$ cat config.mk
export PLATFORM = sky130hd
export DESIGN_NAME = uart_rx_flat
export DESIGN_NICKNAME = d
export VERILOG_FILES = /design/src/rtl/uart_rx_if.sv /design/src/rtl/uart_rx.sv /design/src/flat_wrapper.sv
export SDC_FILE = /design/constraint.sdc
export NUM_CORES = 1
export LEC_CHECK = 0
export CELL_PAD_IN_SITES_DETAIL_PLACEMENT = 1
export CELL_PAD_IN_SITES_GLOBAL_PLACEMENT = 1
export CORE_ASPECT_RATIO = 1.1
export CORE_MARGIN = 3
export CORE_UTILIZATION = 42
export CTS_CLUSTER_DIAMETER = 120
export DETAILED_ROUTE_END_ITERATION = 10
export GPL_ROUTABILITY_DRIVEN = 0
export GPL_TIMING_DRIVEN = 0
export PLACE_DENSITY = 0.75
export SYNTH_ARGS = -nofsm -noshare
export SYNTH_HDL_FRONTEND = slang
export SYNTH_SLANG_ARGS = --single-unit
$ cat constraint.sdc
create_clock -name clk_i -period 1.9 [get_ports clk_i]
set_input_delay 0.285 -clock clk_i [delete_from_list [all_inputs] [get_ports clk_i]]
set_output_delay 0.285 -clock clk_i [all_outputs]
set_load 0.02 [all_outputs]
$ cat src/rtl/uart_rx_if.sv
// Receive-side bus of the UART: serial line in, byte handshake and error pulses out.
// The receiver connects through the slave modport; the consumer/driver uses master.
interface uart_rx_if;
    logic       rx;
    logic       ack;
    logic [7:0] dout;
    logic       valid;
    logic       frame_err;
    logic       overrun;

    modport master (
        output rx,
        output ack,
        input  dout,
        input  valid,
        input  frame_err,
        input  overrun
    );

    modport slave (
        input  rx,
        input  ack,
        output dout,
        output valid,
        output frame_err,
        output overrun
    );
endinterface

$ cat src/rtl/uart_rx.sv
// 8N1 UART receiver: 16x oversampling, 3-sample majority per bit, valid/ack byte handshake.
// Define UART_RX_PARITY_EN for 8E1 framing (even parity bit checked before the stop bit).
module uart_rx #(
    parameter int CLKS_PER_TICK = 326
) (
    input  logic     clk_i,
    input  logic     rst_ni,
    uart_rx_if.slave bus
);

    localparam int TW = (CLKS_PER_TICK > 1) ? $clog2(CLKS_PER_TICK) : 1;

    typedef enum logic [2:0] {
        IDLE,
        START,
        DATA,
`ifdef UART_RX_PARITY_EN
        PARITY,
`endif
        STOP
    } state_e;

    state_e        state_q, state_d;
    logic          s1_q, s2_q, s3_q;
    logic [TW-1:0] tick_cnt_q, tick_cnt_d;
    logic [3:0]    smp_cnt_q, smp_cnt_d;
    logic [2:0]    bit_cnt_q, bit_cnt_d;
    logic [7:0]    shift_q, shift_d;
    logic          smp7_q, smp7_d;
    logic          smp8_q, smp8_d;
    logic [7:0]    dout_q, dout_d;
    logic          valid_q, valid_d;
    logic          ferr_q, ferr_d;
    logic          ovr_q, ovr_d;
`ifdef UART_RX_PARITY_EN
    logic          par_q, par_d;
`endif

    logic fall, tick, maj, decide, boundary, frame_ok, deliver;

    // Falling edge only after the line has been seen high, so a held-low break re-arms on release
    assign fall     = s3_q & ~s2_q;
    assign tick     = (tick_cnt_q == TW'(CLKS_PER_TICK - 1));
    assign maj      = (smp7_q & smp8_q) | (smp7_q & s2_q) | (smp8_q & s2_q);
    assign decide   = tick && (smp_cnt_q == 4'd8);
    assign boundary = tick && (smp_cnt_q == 4'd15);
`ifdef UART_RX_PARITY_EN
    assign frame_ok = maj & ~(^{shift_q, par_q});
`else
    assign frame_ok = maj;
`endif

    always_ff @(posedge clk_i or negedge rst_ni) begin
        if (!rst_ni) begin
            state_q    <= IDLE;
            s1_q       <= 1'b1;
            s2_q       <= 1'b1;
            s3_q       <= 1'b1;
            tick_cnt_q <= '0;
            smp_cnt_q  <= '0;
            bit_cnt_q  <= '0;
            shift_q    <= '0;
            smp7_q     <= 1'b1;
            smp8_q     <= 1'b1;
            dout_q     <= '0;
            valid_q    <= 1'b0;
            ferr_q     <= 1'b0;
            ovr_q      <= 1'b0;
`ifdef UART_RX_PARITY_EN
            par_q      <= 1'b0;
`endif
        end else begin
            state_q    <= state_d;
            s1_q       <= bus.rx;
            s2_q       <= s1_q;
            s3_q       <= s2_q;
            tick_cnt_q <= tick_cnt_d;
            smp_cnt_q  <= smp_cnt_d;
            bit_cnt_q  <= bit_cnt_d;
            shift_q    <= shift_d;
            smp7_q     <= smp7_d;
            smp8_q     <= smp8_d;
            dout_q     <= dout_d;
            valid_q    <= valid_d;
            ferr_q     <= ferr_d;
            ovr_q      <= ovr_d;
`ifdef UART_RX_PARITY_EN
            par_q      <= par_d;
`endif
        end
    end

    always_comb begin
        state_d    = state_q;
        tick_cnt_d = tick ? '0 : tick_cnt_q + 1'b1;
        smp_cnt_d  = tick ? smp_cnt_q + 4'd1 : smp_cnt_q;
        bit_cnt_d  = bit_cnt_q;
        shift_d    = shift_q;
        smp7_d     = (tick && smp_cnt_q == 4'd6) ? s2_q : smp7_q;
        smp8_d     = (tick && smp_cnt_q == 4'd7) ? s2_q : smp8_q;
        dout_d     = dout_q;
        valid_d    = valid_q;
        ferr_d     = 1'b0;
        ovr_d      = 1'b0;
        deliver    = 1'b0;
`ifdef UART_RX_PARITY_EN
        par_d      = par_q;
`endif

        case (state_q)
            IDLE: begin
                if (fall) begin
                    state_d    = START;
                    tick_cnt_d = '0;
                    smp_cnt_d  = '0;
                    bit_cnt_d  = '0;
                end
            end
            START: begin
                if (decide && maj) begin
                    state_d = IDLE;
                end else if (boundary) begin
                    state_d = DATA;
                end
            end
            DATA: begin
                if (decide) begin
                    shift_d = {maj, shift_q[7:1]};
                end
                if (boundary) begin
                    if (bit_cnt_q == 3'd7) begin
`ifdef UART_RX_PARITY_EN
                        state_d = PARITY;
`else
                        state_d = STOP;
`endif
                    end else begin
                        bit_cnt_d = bit_cnt_q + 3'd1;
                    end
                end
            end
`ifdef UART_RX_PARITY_EN
            PARITY: begin
                if (decide) begin
                    par_d = maj;
                end
                if (boundary) begin
                    state_d = STOP;
                end
            end
`endif
            STOP: begin
                // Leave at mid-stop so the next start edge is caught as early as possible
                if (decide) begin
                    state_d = IDLE;
                    if (frame_ok) begin
                        deliver = 1'b1;
                    end else begin
                        ferr_d = 1'b1;
                    end
                end
            end
            default: state_d = IDLE;
        endcase

        if (deliver) begin
            if (!valid_q || bus.ack) begin
                dout_d  = shift_q;
                valid_d = 1'b1;
            end else begin
                ovr_d = 1'b1;
            end
        end else if (bus.ack && valid_q) begin
            valid_d = 1'b0;
        end
    end

    assign bus.dout      = dout_q;
    assign bus.valid     = valid_q;
    assign bus.frame_err = ferr_q;
    assign bus.overrun   = ovr_q;

endmodule

$ cat src/flat_wrapper.sv
// flat-port wrapper written by rule: the top's interface ports become plain ports
module uart_rx_flat 
#(
    parameter int CLKS_PER_TICK = 326
)
  (clk_i, rst_ni, bus_rx, bus_ack, bus_dout, bus_valid, bus_frame_err, bus_overrun);
  uart_rx_if bus_i ();
  input  logic clk_i;
  input  logic rst_ni;
  input wire logic [$bits(bus_i.rx)-1:0] bus_rx;
  input wire logic [$bits(bus_i.ack)-1:0] bus_ack;
  output wire logic [$bits(bus_i.dout)-1:0] bus_dout;
  output wire logic [$bits(bus_i.valid)-1:0] bus_valid;
  output wire logic [$bits(bus_i.frame_err)-1:0] bus_frame_err;
  output wire logic [$bits(bus_i.overrun)-1:0] bus_overrun;
  assign bus_i.rx = bus_rx;
  assign bus_i.ack = bus_ack;
  assign bus_dout = bus_i.dout;
  assign bus_valid = bus_i.valid;
  assign bus_frame_err = bus_i.frame_err;
  assign bus_overrun = bus_i.overrun;
  uart_rx #(.CLKS_PER_TICK(CLKS_PER_TICK)) u_core (.clk_i(clk_i), .rst_ni(rst_ni), .bus(bus_i));
endmodule
## Word level (Yosys, flattened, before mapping)

Index checks and enable logic that the tools add are counted.

- Word-level logic and storage cells: 84
- Input bits: 4
- Register bits: 43
- Output and inout bits: 11

- Bitwise operators: 7
- Muxes and demuxes: 28
- $add $sub $neg: 3
- Reductions and logical operators: 16
- Equality and inequality tests: 16

Operators by type and width:

| kind | number |
|---|---|
| 3-bit two-way mux | 9 |
| 9-bit two-way mux | 3 |
| 4-bit two-way mux | 3 |
| 3-bit one-hot mux with 4 select lines | 1 |
| 1-bit two-way mux | 11 |
| 9-bit by 1-bit adder with 9-bit output (second input constant) | 1 |
| 9-bit == test (second input constant) | 1 |
| 4-bit by 3-bit == test with 1-bit output (second input constant) | 2 |
| 4-bit == test (second input constant) | 2 |
| 2-bit by 1-bit inequality test with 1-bit output (second input constant) | 4 |
| 3-bit by 2-bit == test with 1-bit output (second input constant) | 2 |
| 1-bit logical AND | 6 |
| 3-bit one-hot mux with 2 select lines | 1 |
| 2-bit AND reduction | 3 |
| 5-bit AND reduction | 1 |
| 4-bit by 1-bit adder with 4-bit output (second input constant) | 1 |
| 1-bit bitwise AND | 4 |
| 2-bit inequality test (second input constant) | 2 |
| 4-bit AND reduction | 1 |
| 2-bit nonzero test | 2 |
| 3-bit by 1-bit adder with 3-bit output (second input constant) | 1 |
| 3-bit by 1-bit == test with 1-bit output (second input constant) | 1 |
| 3-bit == test (second input constant) | 1 |
| 3-bit zero test | 1 |
| 5 further kinds | 6 |

## Depth between registers and ports, before layout

Gate-level depths: netlist (run 1).

- Depth after elaboration: 8
- Gate-level depth with buffers: 7
- Mapped depth without buffers: 6

## Worst setup path before layout (run 1)

Ideal clock, no wire load.

- Path type: reg-to-reg
- Start point: register u_core.tick_cnt_q[1]
- End point: register u_core.shift_q[0]
- Slack: -0.064 ns
- Path buffers: 1
- Clock period less this slack: 1.964 ns
- Data arrival time: 1.839 ns
- Required time: 1.775 ns
- Stages on the path, launching flop included: 8
- Cells stage by stage: dfrtp_1 -> inv_1 -> ha_1 -> and4bb_4 -> nand2_4 -> or4_4 -> buf_6 -> mux2_4

- Longest elaborated chain between the ends: 3

Ends and longest elaborated chain:

| element | line | text |
|---|---|---|
| start, declared | uart_rx.sv:25 | `logic [TW-1:0] tick_cnt_q, tick_cnt_d;` |
| start signal, assigned | uart_rx.sv:77 | `tick_cnt_q <= tick_cnt_d;` |
| 9-bit == test | uart_rx.sv:43 | `assign tick = (tick_cnt_q == TW'(CLKS_PER_TICK - 1));` |
| 1-bit logical AND | uart_rx.sv:45 | `assign decide = tick && (smp_cnt_q == 4'd8);` |
| 2-bit AND reduction (no source line) | n/a |  |
| end signal, assigned | uart_rx.sv:80 | `shift_q <= shift_d;` |
| end, declared | uart_rx.sv:28 | `logic [7:0] shift_q, shift_d;` |

Every way passes these cells.
A chain may end at the register's enable or synchronous reset.

## Final worst setup path (run 1)

Same ends and word-level chain as after synthesis.

==> run_results.csv, run 1 <==
group,metric,value,unit
status,run_status,"finished with violations",
status,violations,"negative setup slack",
run,drv_cap,0,
detailed_routing,drt_iter0_drc,47,
sta,rsz0062_at_grt,"true",
worst_setup_path,cp_slowest_cell,"or4_4",
synthesis,synth-seq-cells,42,
finish,seq_area,1060,um2
sta,fin_crit,1.96,ns
clocking,clk_latency,0.29,ns
worst_setup_path,crit_type,"reg -> reg",
synthesis,avgSynthCellArea,12.0,um2
worst_setup_path,crit_chain,"inv_1, ha_1, and4bb_4, nand2_4, or4_4, mux2_4",
power_and_ir_drop,cellLeakagePower,1.19,nW
power_and_ir_drop,power_density,794,nW/um2
die,die_y,77.7,um
die,start_util,0.445,
synthesis,yosysWarnings,0,
worst_setup_path,crit_required,2.08,ns
sta,slew_viol_final,0,
finish,fill_cells,472,
sta,hold_viol_final,0,
worst_setup_path,crit_path_max_fanout,8,
clocking,cts_tree,"yes",
global_routing,track_usage,0.179,
die,core_area,4410,um2
power_and_ir_drop,ir_worst_vdd,0.416,mV
synthesis,ys_seq_area_frac,0.539,
finish,nNetsFinal,211,
worst_setup_path,start_kind,"flop",
clocking,clock-sinks,42,
placement,hpwlAfterDp,2.76,mm
finish,multiInputGateArea,911,um2
synthesis,yosysUniqueCellTypes,34,
synthesis,synth_ff_type,"dfrtp_1",
sta,setup_ws,-0.0552,ns
global_routing,antenna_found_initial,0,
detailed_routing,vias,1368,
worst_setup_path,cp_slowest_stage_delay,0.59,ns
sta,setup_violations,8,
detailed_routing,dr.pass1.iters,4,
clocking,holdBufCountCts,0,
die,die_area,5530,um2
sta,tightest_slew,0.929,ns
sta,fmaxAchievable,511,MHz
clocking,root_buffer,"clkbuf_8",
clocking,numCtsBuffers,5,
synthesis,async_flop_share,1.00,
finish,layout_common_cells,"36 x dfrtp_1, 15 x buf_4, 14 x nor2_1, 13 x nand2_1, 13 x clkdlybuf4s50_1",
finish,num_antenna_cells,0,
worst_setup_path,endpoint_kind,"flop",
power_and_ir_drop,finalPower,1.95,mW
finish,area_growth,25.2,%
global_routing,grt_pass1_vias,1532,
worst_setup_path,cp_data_arrival_time,2.14,ns
sta,maxSlewHeadroom,0.380,
detailed_routing,drc_errors,0,
finish,final_common_cell,"dfrtp_1",
placement,placed_area,2170,um2
detailed_routing,routed_via_density,5.36,
sta,period_share,1.03,
synthesis,syn-num-nets,174,
global_routing,grt_first_pass_wirelength,7.67,mm
finish,fin_area,2450,um2
finish,drive_above_1_share,0.313,
worst_setup_path,regToRegSetupSlack,-0.06,ns
global_routing,gr-total-overflow,0,
detailed_routing,avgRoutedWirePerCell,17.0,um
sta,skew,0.00731,ns
die,pin_count,15,
global_routing,grt_max_degree,43,
detailed_routing,ant_nets,0,
sta,hold_slack,0.129,ns
clocking,h-tree-depth,2,
die,row_count,25,
detailed_routing,routed_wl,4.35,mm
sta,setup-tns-final,-0.348,ns
synthesis,synth_edf_count,0,
clocking,clkSlewWorstSetupHoldPaths,0.08,ns
die,die_w,71.1,um
synthesis,synthCells,163,
clocking,clockBufferDepth,2,
synthesis,synth_area,1960,um2
min_path,hold_class,"in -> async",
placement,io_buffers,14,
[cell usage after synthesis (2+ instances only)]
library cell | instances | share of area
nor3_1 | 3 | 0.0077
mux2_2 | 10 | 0.057
dfrtp_1 | 37 | 0.47
mux2i_1 | 3 | 0.015
and3_1 | 2 | 0.0064
inv_1 | 7 | 0.013
nor2b_1 | 4 | 0.013
a21oi_1 | 2 | 0.0051
ha_1 | 7 | 0.045
nor2_1 | 14 | 0.027
o21ai_0 | 6 | 0.015
nand2_1 | 13 | 0.025
xnor2_1 | 3 | 0.013
nand3_1 | 9 | 0.023
nand4_1 | 4 | 0.013
mux2_4 | 8 | 0.061
dfstp_2 | 5 | 0.067
clkbuf_1 | 3 | 0.0057
and4bb_4 | 2 | 0.017
xor2_1 | 7 | 0.031
[worst max-delay path, delay by kind of cell (launching register included)]
family / cells / cell delay [ns]
simple gates: 3 / 0.92
flops: 1 / 0.39
mux: 1 / 0.35
fa+ha+maj: 1 / 0.14
buf+inv: 1 / 0.06
[power by group]
part | switching [mW] | total (mW) | internal, mW | leakage [nW]
Clock | 0.292 | 0.585 | 0.293 | 0.0482
Sequential | 0.0820 | 1.05 | 0.971 | 0.549
Combinational | 0.147 | 0.312 | 0.165 | 0.590
[state kept, by name, indices dropped and copies added (netlist names), 2 cells and up]
register / count
u_core.shift_q: 8
u_core.state_q: 2
u_core.tick_cnt_q: 9
u_core.bit_cnt_q: 3
u_core.smp_cnt_q: 4
u_core.bus.dout: 8
[area by class of cell]
cell class              count  share of cell area
plain buffers               3             0.00510
clock buffers               7              0.0352
well taps                  54              0.0275
multi-input cells         110               0.371
flip-flops and latches     42               0.431
repair buffers             31               0.117
inverters                   7              0.0107
clock inverters             1             0.00204
[stage by stage]
step	cells	util	setup WS (ns)
finish	255	0.557	-0.0552
CTS	251	0.547	0.00202
global route	255	0.557	-0.119
floorplan	163	-	-0.0121
detailed placement	231	0.493	-0.236
global placement	231	0.494	-0.440
[what timing repair did]
action,4_1_cts,5_1_grt
endpoints found under the setup margin,25,26
resized for setup,9,5
buffers inserted,13,4
endpoints found under the hold margin,0,0
pin swaps,2,4
[routing by layer]
metal	global-route usage	share of wire	up-vias
li1	-	-	634
met1	0.205	0.40	698
met2	0.319	0.54	24
met3	0.0415	0.030	12
met4	0.0677	0.032	0
met5	0	0	-
[worst paths after layout]
check	startpoint	end	cells after the start
max in group asynchronous	rst_ni	u_core.tick_cnt_q[0]	1
max reg2reg	u_core.tick_cnt_q[1]	u_core.shift_q[0]	6
min	rst_ni	u_core.shift_q[3]	1
min reg2reg	u_core.s1_q	u_core.s2_q	0
min in group clk_i	u_core.s1_q	u_core.s2_q	0
max	u_core.tick_cnt_q[1]	u_core.shift_q[0]	6
[logic make-up (layout without fill, tap and decap cells)]
family	after synthesis	count (layout)	share of synthesized area
mux	21	21	0.134
compound gates	12	12	0.0357
xor+xnor	10	10	0.0447
flops	42	42	0.539
buf+inv	11	49	0.0249
fa+ha+maj	8	8	0.0498
simple gates	59	59	0.172
Note: power is estimated with default switching activity, not from simulation.
==> inputs of run 2 (changes only) <==
==> config.mk (replaced) <==
export PLATFORM = sky130hd
export DESIGN_NAME = uart_rx_flat
export DESIGN_NICKNAME = d
export VERILOG_FILES = /design/src/rtl/uart_rx_if.sv /design/src/rtl/uart_rx.sv /design/src/flat_wrapper.sv
export SDC_FILE = /design/constraint.sdc
export NUM_CORES = 1
export LEC_CHECK = 0
export CELL_PAD_IN_SITES_DETAIL_PLACEMENT = 0
export CELL_PAD_IN_SITES_GLOBAL_PLACEMENT = 2
export CORE_ASPECT_RATIO = 1.1
export CORE_MARGIN = 3
export CORE_UTILIZATION = 35
export CTS_CLUSTER_DIAMETER = 120
export DETAILED_ROUTE_END_ITERATION = 10
export GPL_ROUTABILITY_DRIVEN = 0
export GPL_TIMING_DRIVEN = 0
export PLACE_DENSITY = 0.74
export SYNTH_ARGS = -nofsm -noshare
export SYNTH_HDL_FRONTEND = slang
export SYNTH_SLANG_ARGS = --single-unit
==> run 2 against run 1 <==
Against the previous run: the run now ends clean; design area rose by 1.8%; first-iteration DRC count is 8.5% higher; combinational power fell by 7.4%; clock power is 20% higher; sequential share of layout area down 0.78 points; via count shrank 5.3%; hold slack worse by 0.0010 ns; die area is 18% higher; critical path type unchanged.
==> run_results.csv, run 2 (synthesized netlist as in run 1, its figures left out) <==
group,metric,value,unit
power_and_ir_drop,power_density,814,nW/um2
sta,tightest_slew,0.946,ns
min_path,hold_class,"in -> async",
clocking,clockBufferDepth,2,
worst_setup_path,path_delay_family,"simple AND/OR/NAND/NOR gates",
clocking,cts_tree,"yes",
placement,hpwlAfterDp,2.43,mm
worst_setup_path,crit_path_max_fanout,8,
worst_setup_path,crit_buf_inv,1,
sta,hold_viol_final,0,
worst_setup_path,cp_data_arrival_time,2.07,ns
sta,fin_crit,1.89,ns
power_and_ir_drop,ir_worst_vdd,0.429,mV
global_routing,grt_first_pass_wirelength,6.46,mm
global_routing,grt_pass1_vias,1347,
worst_setup_path,crit_required,2.08,ns
global_routing,antenna_found_initial,0,
run,drv_cap,0,
worst_setup_path,cp_slowest_cell,"or4_4",
worst_setup_path,regToRegSetupSlack,0.01,ns
sta,skew,0.00575,ns
worst_setup_path,r2r-start,"u_core.smp_cnt_q[0]",
detailed_routing,routed_wl,3.75,mm
finish,regMostFlops,"u_core.tick_cnt_q",
detailed_routing,avgRoutedWirePerCell,13.8,um
finish,largest_reg_flops,9,
detailed_routing,drc_errors,0,
worst_setup_path,cp_slowest_stage_delay,0.59,ns
detailed_routing,drt_iter0_drc,51,
clocking,root_buffer,"clkbuf_8",
die,die_w,77.4,um
worst_setup_path,timing.rr.end,"u_core.shift_q[1]",
finish,final_common_cell,"dfrtp_1",
global_routing,grt_max_degree,43,
die,die_area,6540,um2
sta,setup_violations,0,
finish,area_growth,27.5,%
worst_setup_path,r2r_cells,6,
finish,nNetsFinal,209,
sta,maxSlewHeadroom,0.369,
placement,dp_cells,249,
worst_setup_path,path_depth,6,
sta,slew_viol_final,0,
global_routing,track_usage,0.124,
die,die_y,84.5,um
die,start_util,0.377,
sta,period_share,0.993,
placement,io_buffers,14,
die,core_area,5200,um2
global_routing,gr-total-overflow,0,
sta,rsz0062_at_grt,"true",
detailed_routing,dr.pass1.iters,4,
detailed_routing,vias,1296,
clocking,holdBufCountCts,0,
placement,placed_area,2200,um2
worst_setup_path,endpoint_kind,"flop",
clocking,h-tree-depth,2,
detailed_routing,ant_nets,0,
worst_setup_path,crit_type,"reg -> reg",
status,run_status,"finished, final reports clean",
worst_setup_path,endpoint,"u_core.shift_q[1]",
finish,layout_common_cells,"36 x dfrtp_1, 15 x mux2_4, 14 x nor2_1",
finish,finalNonFillerCells,271,
worst_setup_path,start_kind,"flop",
sta,fmaxAchievable,530,MHz
clocking,numCtsBuffers,5,
clocking,clkSlewWorstSetupHoldPaths,0.08,ns
die,pin_count,15,
power_and_ir_drop,cellLeakagePower,1.19,nW
power_and_ir_drop,finalPower,2.04,mW
finish,num_antenna_cells,0,
worst_setup_path,startpoint,"u_core.smp_cnt_q[0]",
clocking,clk_latency,0.29,ns
finish,fin_area,2500,um2
worst_setup_path,crit_chain,"inv_2, ha_4, nor2b_4, nand2_1, or4_4, mux2_4",
detailed_routing,routed_via_density,4.78,
finish,drive_above_1_share,0.307,
die,row_count,27,
clocking,clock-sinks,42,
## run 2: timing repair
| item | 4_1_cts | 5_1_grt |
|---|---|---|
| buffers inserted | 12 | 3 |
| cloned | 0 | 0 |
| gates resized for setup | 7 | 12 |
| pin swaps | 3 | 2 |
| endpoints found under the setup margin | 25 | 19 |
## run 2: layout make-up
cell class,instances,area (um2)
Buffer,3,12.5
Clock buffer,6,72.6
Clock inverter,2,37.5
Fill cell,495,2700
Inverter,7,26.3
Multi-Input combinational cell,110,930
Sequential cell,42,1060
Tap cell,72,90.1
Timing Repair Buffer,29,273
## run 2: worst min-delay path by stage
stage                     slack [ns]         from                  end  depth (start not counted)
after detailed placement        0.35  u_core.s1_q          u_core.s2_q                          0
after CTS                       0.15       rst_ni   u_core.bus.dout[7]                          1
final                           0.13       rst_ni   u_core.bus.dout[6]                          1
after global placement          0.35  u_core.s1_q          u_core.s2_q                          0
after floorplan                -0.01       rst_ni  u_core.bit_cnt_q[0]                          0
after global routing            0.20       rst_ni   u_core.bus.dout[7]                          1
## run 2: stage by stage
stage                     utilization  setup TNS, ns  worst slack, ns  hold WS, ns
after floorplan                     -        -0.0970          -0.0121      -0.0106
after global placement          0.423         -20.33           -0.433        0.346
after detailed placement        0.422          -4.60           -0.224        0.349
after CTS                       0.469              0          0.00928        0.151
after global routing            0.481         -0.312          -0.0464        0.198
final                           0.481              0           0.0128        0.128
## run 2: per-layer routing
layer / track usage / share of wire
met4: 0.0534 / 0.018
met5: 0 / 0
met3: 0.0290 / 0.029
met1: 0.149 / 0.44
met2: 0.212 / 0.51
## run 2: where the power goes
group	total, mW	switching [mW]	internal [mW]
registers	1.05	0.0746	0.971
clock network	0.702	0.310	0.392
logic	0.289	0.136	0.152
